===== src/rtl/i2c_state_pkg.sv =====
// Shared types and widths for the I2C register-access controller.
package i2c_state_pkg;

  localparam int PTR_W  = 8;
  localparam int DATA_W = 8;

  typedef enum logic [2:0] {
    IDLE,
    GET_PTR,
    WR_DATA,
    RD_FETCH,
    RD_WAIT,
    RD_HOLD
  } reg_ctrl_state_t;

endpackage


===== src/rtl/i2c_rr_arb2.sv =====
// Two-requester round-robin arbiter; grant is combinational, last-winner is registered.
module i2c_rr_arb2
  import i2c_state_pkg::*;
(
  input  logic clk,
  input  logic rst_n,
  input  logic i_req_a,
  input  logic i_req_b,
  output logic o_gnt_a,
  output logic o_gnt_b
);

  logic r_last_b;
  logic w_gnt_a;
  logic w_gnt_b;

  // On a tie, the side that did not win last time gets the slot.
  assign w_gnt_a = i_req_a & (~i_req_b | r_last_b);
  assign w_gnt_b = i_req_b & ~w_gnt_a;

  always_ff @(posedge clk) begin
    if (!rst_n) begin
      r_last_b <= 1'b1;
    end else if (w_gnt_a) begin
      r_last_b <= 1'b0;
    end else if (w_gnt_b) begin
      r_last_b <= 1'b1;
    end
  end

  assign o_gnt_a = w_gnt_a;
  assign o_gnt_b = w_gnt_b;

endmodule


===== src/rtl/i2c_reg_ctrl.sv =====
// Bridges I2C subordinate byte traffic and a local host onto one register-file port.
//   state    | meaning
//   IDLE     | no transaction
//   GET_PTR  | write txn, waiting for register pointer byte
//   WR_DATA  | write txn, each byte goes to the pending-write buffer
//   RD_FETCH | read txn, requesting rf read at ptr
//   RD_WAIT  | read granted, rf_rdata arrives this cycle
//   RD_HOLD  | tx_byte valid, waiting for the subordinate to consume it
module i2c_reg_ctrl
  import i2c_state_pkg::*;
(
  input  logic              clk,
  input  logic              rst_n,
  input  logic              txn_start,
  input  logic              txn_rw,
  input  logic              txn_stop,
  input  logic              rx_byte_valid,
  input  logic [DATA_W-1:0] rx_byte,
  input  logic              tx_byte_req,
  output logic [DATA_W-1:0] tx_byte,
  output logic              tx_valid,
  input  logic              host_req,
  input  logic              host_we,
  input  logic [PTR_W-1:0]  host_addr,
  input  logic [DATA_W-1:0] host_wdata,
  output logic              host_gnt,
  output logic              host_rvalid,
  output logic              rf_en,
  output logic              rf_we,
  output logic [PTR_W-1:0]  rf_addr,
  output logic [DATA_W-1:0] rf_wdata,
  input  logic [DATA_W-1:0] rf_rdata,
  output logic              i2c_busy,
  output logic              rx_overrun,
  output logic              tx_underrun
);

  reg_ctrl_state_t r_state;
  reg_ctrl_state_t w_state_nxt;

  logic [PTR_W-1:0]  r_ptr;
  logic              r_wr_pend;
  logic [PTR_W-1:0]  r_wr_addr;
  logic [DATA_W-1:0] r_wr_data;
  logic [DATA_W-1:0] r_tx_byte;
  logic              r_tx_valid;
  logic              r_host_rvalid;
  logic              r_rx_overrun;
  logic              r_tx_underrun;

  logic w_ld_ptr;
  logic w_capture;
  logic w_overrun;
  logic w_underrun;
  logic w_tx_load;
  logic w_tx_clr;
  logic w_rd_adv;
  logic w_i2c_req;
  logic w_host_req;
  logic w_gnt_i2c;
  logic w_gnt_host;
  logic w_wr_gnt;
  logic w_rd_gnt;

  // Pending writes go ahead of a read fetch so a read sees the bytes just written.
  // Requests are masked during reset so nothing strobes the register file.
  assign w_i2c_req  = rst_n & (r_wr_pend | (r_state == RD_FETCH));
  assign w_host_req = rst_n & host_req;
  assign w_wr_gnt   = w_gnt_i2c & r_wr_pend;
  assign w_rd_gnt   = w_gnt_i2c & ~r_wr_pend;

  i2c_rr_arb2 u_arb (
    .clk     (clk),
    .rst_n   (rst_n),
    .i_req_a (w_i2c_req),
    .i_req_b (w_host_req),
    .o_gnt_a (w_gnt_i2c),
    .o_gnt_b (w_gnt_host)
  );

  always_ff @(posedge clk) begin
    if (!rst_n) begin
      r_state <= IDLE;
    end else begin
      r_state <= w_state_nxt;
    end
  end

  always_comb begin
    w_state_nxt = r_state;
    w_ld_ptr    = 1'b0;
    w_capture   = 1'b0;
    w_overrun   = 1'b0;
    w_underrun  = 1'b0;
    w_tx_load   = 1'b0;
    w_tx_clr    = 1'b0;
    w_rd_adv    = 1'b0;
    if (tx_byte_req && (r_state != RD_HOLD)) begin
      w_underrun = 1'b1;
    end
    if (txn_start) begin
      w_state_nxt = txn_rw ? RD_FETCH : GET_PTR;
      w_tx_clr    = 1'b1;
    end else if (txn_stop) begin
      w_state_nxt = IDLE;
      w_tx_clr    = 1'b1;
    end else begin
      case (r_state)
        GET_PTR: begin
          if (rx_byte_valid) begin
            w_ld_ptr    = 1'b1;
            w_state_nxt = WR_DATA;
          end
        end
        WR_DATA: begin
          if (rx_byte_valid) begin
            if (r_wr_pend) begin
              w_overrun = 1'b1;
            end else begin
              w_capture = 1'b1;
            end
          end
        end
        RD_FETCH: begin
          if (w_rd_gnt) begin
            w_state_nxt = RD_WAIT;
          end
        end
        RD_WAIT: begin
          w_tx_load   = 1'b1;
          w_state_nxt = RD_HOLD;
        end
        RD_HOLD: begin
          if (tx_byte_req) begin
            w_tx_clr    = 1'b1;
            w_rd_adv    = 1'b1;
            w_state_nxt = RD_FETCH;
          end
        end
        default: ;
      endcase
    end
  end

  always_ff @(posedge clk) begin
    if (!rst_n) begin
      r_ptr         <= '0;
      r_wr_pend     <= 1'b0;
      r_wr_addr     <= '0;
      r_wr_data     <= '0;
      r_tx_byte     <= '0;
      r_tx_valid    <= 1'b0;
      r_host_rvalid <= 1'b0;
      r_rx_overrun  <= 1'b0;
      r_tx_underrun <= 1'b0;
    end else begin
      if (w_ld_ptr) begin
        r_ptr <= rx_byte;
      end else if (w_wr_gnt || w_rd_adv) begin
        r_ptr <= r_ptr + PTR_W'(1);
      end
      if (w_capture) begin
        r_wr_pend <= 1'b1;
        r_wr_addr <= r_ptr;
        r_wr_data <= rx_byte;
      end else if (w_wr_gnt) begin
        r_wr_pend <= 1'b0;
      end
      if (w_tx_clr) begin
        r_tx_valid <= 1'b0;
      end else if (w_tx_load) begin
        r_tx_byte  <= rf_rdata;
        r_tx_valid <= 1'b1;
      end
      r_host_rvalid <= w_gnt_host & ~host_we;
      r_rx_overrun  <= w_overrun;
      r_tx_underrun <= w_underrun;
    end
  end

  always_comb begin
    rf_en    = w_gnt_i2c | w_gnt_host;
    rf_we    = 1'b0;
    rf_addr  = '0;
    rf_wdata = '0;
    if (w_gnt_host) begin
      rf_we    = host_we;
      rf_addr  = host_addr;
      rf_wdata = host_wdata;
    end else if (w_wr_gnt) begin
      rf_we    = 1'b1;
      rf_addr  = r_wr_addr;
      rf_wdata = r_wr_data;
    end else if (w_rd_gnt) begin
      rf_addr  = r_ptr;
    end
  end

  assign host_gnt    = w_gnt_host;
  assign host_rvalid = r_host_rvalid;
  assign tx_byte     = r_tx_byte;
  assign tx_valid    = r_tx_valid;
  assign i2c_busy    = (r_state != IDLE);
  assign rx_overrun  = r_rx_overrun;
  assign tx_underrun = r_tx_underrun;

endmodule


===== config.mk =====
export PLATFORM = sky130hd
export DESIGN_NAME = i2c_reg_ctrl
export DESIGN_NICKNAME = d
export VERILOG_FILES = /design/src/rtl/i2c_state_pkg.sv /design/src/rtl/i2c_rr_arb2.sv /design/src/rtl/i2c_reg_ctrl.sv
export SDC_FILE = /design/constraint.sdc
export NUM_CORES = 1
export LEC_CHECK = 0
export ABC_AREA = 1
export CORE_MARGIN = 2
export CORE_UTILIZATION = 45
export CTS_CLUSTER_DIAMETER = 120
export DETAILED_ROUTE_END_ITERATION = 7
export PLACE_DENSITY_LB_ADDON = 0.25
export SYNTH_ARGS = -nofsm -noshare
export SYNTH_HDL_FRONTEND = slang
export SYNTH_SLANG_ARGS = --single-unit
export TNS_END_PERCENT = 30

===== constraint.sdc =====
create_clock -name clk -period 1.8 [get_ports clk]
set_input_delay 0.36 -clock clk [delete_from_list [all_inputs] [get_ports clk]]
set_output_delay 0.36 -clock clk [all_outputs]
set_load 0.005 [all_outputs]

Yosys cells after proc, flatten, opt, wreduce, memory -nomap -nowiden
Index checks and enable logic that the tools add are counted.
- memories kept: 0
- register bits: 41
- bits in read-only memories: 0
- memory bits (writable): 0
- bits in latches: 0
- logic and storage cells: 90
- input port bits: 41
- output and inout bits: 32
- mux-type cells: 40
- add/subtract/negate cells: 1
- multiply operators: 0
- reduce and logical (&&, ||, !) cells: 11
- equality and inequality tests: 9
- order comparisons: 0
- bitwise gates (word level): 18
- div/mod/pow operators: 0
- shift operators: 0
- operator list (operator ; count):
    $mux W8 ; 7
    $mux W1 ; 26
    $mux W3 ; 5
    $ne A4 B4 Y1 const B ; 3
    $pmux W3 S4 ; 1
    $add A8 B1 Y8 const B ; 1
    $not A1 Y1 ; 8
    $and A1 B1 Y1 ; 7
    $eq A3 B2 Y1 const B ; 2
    $eq A3 B3 Y1 const B ; 2
    $reduce_bool A2 Y1 ; 3
    $reduce_bool A6 Y1 ; 1
    $reduce_or A5 Y1 ; 1
    $reduce_and A4 Y1 ; 1
    $eq A3 B1 Y1 const B ; 1
    $ne A3 B3 Y1 const B ; 1
    $or A1 B1 Y1 ; 3
    $reduce_bool A3 Y1 ; 1
    $mux W2 ; 1
    $reduce_and A2 Y1 ; 1
    $reduce_or A2 Y1 ; 1
    $logic_and A1 B1 Y1 ; 1
    $logic_or A1 B1 Y1 ; 1

Depth between registers and ports, before layout
- depth after elaboration: 9
- mapped depth: 10
- mapped depth without buffers: 10

Cells and area by module
Synthesis repeated with hierarchy kept, for this count alone.
- cells, all modules: 312
- area total of the unflattened synthesis: 2192.1 um^2
- by module, submodules not included (module ; sequential area each (um^2) ; times used ; cells an instance ; area each (um^2)):
    i2c_reg_ctrl ; 800.8 ; 1 ; 304 ; 2127.0
    i2c_rr_arb2 ; 20.0 ; 1 ; 8 ; 65.1

Least setup slack after synthesis
No wires, ideal clock.
- path type: register to output
- from: register r_state[0]
- to: output rf_addr[0]
- setup slack: 277 ps
- required time: 1440 ps
- stages on the path, launching flop included: 11
- data arrival time: 1163 ps
- path buffers: 1
- cells stage by stage: dfxtp_1 -> inv_2 -> nor2_2 -> nand2_1 -> nand2_1 -> nand2_2 -> inv_2 -> nor2_4 -> buf_6 -> nand2_1 -> nand3_1
- elaborated cells between the ends (all ways): 11
- those cells by class: eq/ne: 1; mux: 3; bitwise: 7
- RTL lines (item ; line ; text):
    start: declaration ; i2c_reg_ctrl.sv:38 ; reg_ctrl_state_t r_state;
    start signal: assignment ; i2c_reg_ctrl.sv:85 ; r_state <= w_state_nxt;
    $eq A3 B2 Y1 ; i2c_reg_ctrl.sv:67 ; assign w_i2c_req = rst_n & (r_wr_pend | (r_state == RD_FETCH));
    $or A1 B1 Y1 ; i2c_reg_ctrl.sv:67 ;
    $and A1 B1 Y1 ; i2c_reg_ctrl.sv:67 ;
    $and A1 B1 Y1 ; i2c_rr_arb2.sv:18 ; assign w_gnt_a = i_req_a & (~i_req_b | r_last_b);
    $not A1 Y1 ; i2c_rr_arb2.sv:19 ; assign w_gnt_b = i_req_b & ~w_gnt_a;
    $and A1 B1 Y1 ; i2c_rr_arb2.sv:19 ;
    net host_gnt ; i2c_reg_ctrl.sv:26 ; output logic host_gnt,
    $mux W8 ; i2c_reg_ctrl.sv:186 ; if (w_gnt_host) begin
    end: declaration ; i2c_reg_ctrl.sv:30 ; output logic [PTR_W-1:0] rf_addr,
The timed path passes the listed nets, and every way through them passes these cells.

Final worst setup path
- from: register r_state[0]
- to: output rf_wdata[4]
- word-level cells in the longest chain between the ends: 7
- elaborated cells between the ends (all ways): 9
- those cells by class: eq/ne: 1; mux: 2; bitwise: 6
- ends and longest elaborated chain (item ; line ; text):
    $eq A3 B2 Y1 * ; i2c_reg_ctrl.sv:67 ;
    $or A1 B1 Y1 * ; i2c_reg_ctrl.sv:67 ;
    $and A1 B1 Y1 * ; i2c_reg_ctrl.sv:67 ;
    $and A1 B1 Y1 * ; i2c_rr_arb2.sv:18 ;
    $and A1 B1 Y1 / $not A1 Y1 (equally long branches) ; i2c_reg_ctrl.sv:69, i2c_rr_arb2.sv:19 ;
    $mux W8 / $and A1 B1 Y1 (equally long branches) ; i2c_reg_ctrl.sv:190, i2c_rr_arb2.sv:19 ;
    $mux W8 * ; i2c_reg_ctrl.sv:186 ;
    end: declaration ; i2c_reg_ctrl.sv:31 ; output logic [DATA_W-1:0] rf_wdata,
Mark *: on every way between the ends. The rest lies on a longest branch, timed or not.

==> metrics.txt <==
Initial DRC Count 150; DRT antenna net count 0; Global Route Usage Sum 24.16%; grt total ovfl 0; Core Area 4414 µm²; CP peak stage delay 0.34 ns; initial core utilization 47.39%; CP arrival 1.76 ns; first-pass GRT wire length 9894 µm; clock buffer count from CTS 5; R2R cell count 13; Vert. Die Dim 72.18 µm; unrepaired setup endpoints after global routing yes; CP Depth 12; routed vias/inst 4.962; Crit. End Element output port; Yosys Warn Count 0; most frequent cells in the layout 55 x nand2_1, 50 x clkdlybuf4s50_1, 42 x nor2_1; Post-Layout Inst Area 3291 µm²; ratio of cells with drive above 1 in the final layout 26.54%; Logic pwr share 16.2%; post-synth design cell area 2092 µm²; Netlist cell types 28; CP top delay family buffers and inverters; post-synth net total 348; Net count, final 463; CP startpoint kind register; EDFF count, synth 0; register share of total power 46.2%; asr flop ratio synth 0%; final cell count without fillers 474; crit path capture rf_wdata[4]; via count 2352; Final Setup Violations 18; number of max-cap violations 0; Max Root-Sink Buffers 2; root buffer cell clkbuf_8; Worst Hold Class reg -> reg; Tcrit/Tclk final 117.8%; maximum vdd ir drop 452.4 µV; Req. time, crit path 1.44 ns; Worst R2R Start u_arb.r_last_b; row cnt 24; Worst Hold Launch tx_byte[2]; Final Hold Viols 0; Final TNS setup -3.680 ns; worst setup margin -0.3208 ns; Antenna Cells 0; Wirelength per Cell 12.65 µm; #FFs+latches synth 41; Worst Max-Slew Pin Slew 0.3273 ns; GPL Wtd Cong 0.9021; top_reg_cell synth dfxtp_1; CP Cell Sequence inv_2 > nor2_4 > nand2_2 > nand2_2 > nand2_2 > inv_2 > nor2_4 > buf_6 > buf_6 > buf_6 > a22o_1 > buf_2; skew final 0.008172 ns; worst hold stages 2; Worst Path Max Fanout 3; grt met2 use 40.77%; DP Cell Count 449; Most Used Layer, Global Route met2; crit path launch r_state[0]; critical path type reg -> out; top-level port count 73; Leakage 1.565 nW; total routed wirelength 5997 µm; Period minus WS final 2.121 ns; Pint 1.566 mW; DR pass1 iterations 4; clock network power share 37.6%; Net Sw Frac 22.68%; Synth Instances 306; DP Area 3040 µm²; area delta synth->final 57.30%; GR Util met1 30.30%; H-tree levels 2; Detail Placement HPWL 4226 µm; Seq/Total Area, Yosys 39.23%; Max Fclk 0.4715 GHz; largest net degree at the start of global routing 19; CTS tree done; CP bufs+invs 6; initial antenna violation count 0; Die ar. 5210 µm²; fin util 74.55%; Slew HR 77.95%; R2R Path End r_ptr[5]; clock-pin slew on the worst setup and hold paths 0.08 ns; clk_lat worst skew 0.30 ns; switching power 0.4591 mW; Min Hold Slack 0.4441 ns; max-slew violations 0; reg-to-reg slack, setup 0.15 ns; failing checks setup timing; Remaining DRCs 0; status finished with violations; syn_area_per_cell 6.837 µm²; CTS sink cnt 41; commonest non-fill, non-tap cell in the layout nand2_1; vias in the first global route 2260; Die X 72.18 µm; met3 Use GR 5.833%; CP max stage cell dfxtp_2; PortBufs 72; PwrDens 615.3 nW/µm²
worst min-delay path by stage:
| stage | to |
|---|---|
| floorplan | host_rvalid |
| global placement | tx_byte[4] |
| detailed placement | tx_byte[2] |
| CTS | tx_byte[2] |
| global route | tx_byte[2] |
| finish | tx_byte[2] |
Yosys cell counts, types with 2 or more instances:
library cell | count | area [µm²]
dfxtp_1 | 41 | 820.8
clkbuf_1 | 3 | 11.26
nand2_2 | 3 | 18.77
buf_6 | 3 | 33.78
inv_1 | 30 | 112.6
nor3_1 | 3 | 15.01
inv_2 | 5 | 18.77
a211oi_1 | 2 | 15.01
nand2_1 | 66 | 247.7
nor2_1 | 43 | 161.4
o21ai_1 | 2 | 10.01
xor2_1 | 2 | 17.52
nand3_1 | 19 | 95.09
a22o_1 | 8 | 70.07
nor2_2 | 6 | 37.54
nor2_4 | 2 | 22.52
buf_2 | 3 | 15.01
a21oi_1 | 20 | 100.1
o21ai_0 | 35 | 175.2
nand3_2 | 2 | 20.02
worst reg2reg max path: stages, from the launching register on:
cell and delay, ns:
dfxtp_2 0.33, inv_2 0.04, nand2_2 0.06, nand2_2 0.06
buf_4 0.13, buf_4 0.13, nor2_4 0.09, buf_12 0.16
inv_2 0.05, buf_4 0.14, nand3_4 0.12, inv_2 0.08
nor2_1 0.10, nor2_1 0.05
sequential cells by signal, summed over array words and instances, names as in the netlist:
register and cells:
r_wr_addr 8, r_wr_data 8, tx_valid 1, r_wr_pend 1, rx_overrun 1, r_ptr 8
host_rvalid 1, tx_byte 8, u_arb.r_last_b 1, tx_underrun 1, r_state 3
through the flow:
step	total power, mW	worst slack (ns)
3_5_place_dp	1.249	-0.6489
4_1_cts	2.029	-0.2902
6_report	2.025	-0.3208
2_1_floorplan	1.061	0.2774
5_1_grt	2.109	-0.3763
3_3_place_gp	1.244	-0.5775
power by group through the flow:
stage / logic, mW / clock network, mW / registers [mW]
final: 0.328 / 0.762 / 0.935
after global routing: 0.361 / 0.812 / 0.936
after CTS: 0.320 / 0.776 / 0.934
after global placement: 0.290 / 0 / 0.954
after detailed placement: 0.294 / 0 / 0.955
after floorplan: 0.104 / 0 / 0.956
repair_timing:
| action | 4_1_cts | 5_1_grt |
|---|---|---|
| gates cloned | 1 | 0 |
| endpoints found under the hold margin | 0 | 0 |
| resized for setup | 98 | 12 |
| pin swaps | 7 | 5 |
| setup endpoints to repair | 20 | 19 |
| hold buffers | 0 | 0 |
| buffers inserted | 13 | 3 |
area by class of cell:
cell class,instances,area (µm²)
fill,362,1124
tap,52,65.06
clock buffer,7,86.33
timing repair buffer,118,1021
sequential,41,824.5
inverter,35,131.4
multi-input combinational,220,1132
clock inverter,1,30.03
routing by layer:
metal | up-vias | wire, µm
met5 | - | 0
met4 | 0 | 99
met3 | 11 | 432
met2 | 78 | 2782
met1 | 1040 | 2682
li1 | 1223 | -
cell families after synthesis:
group           share of synthesized area (%)
compound gates                          18.48
xor+xnor                               0.8375
fa+ha+maj                              0.5980
buf+inv                                 9.510
flops                                   39.23
simple gates                            31.34
(Power assumes the default switching activity.)
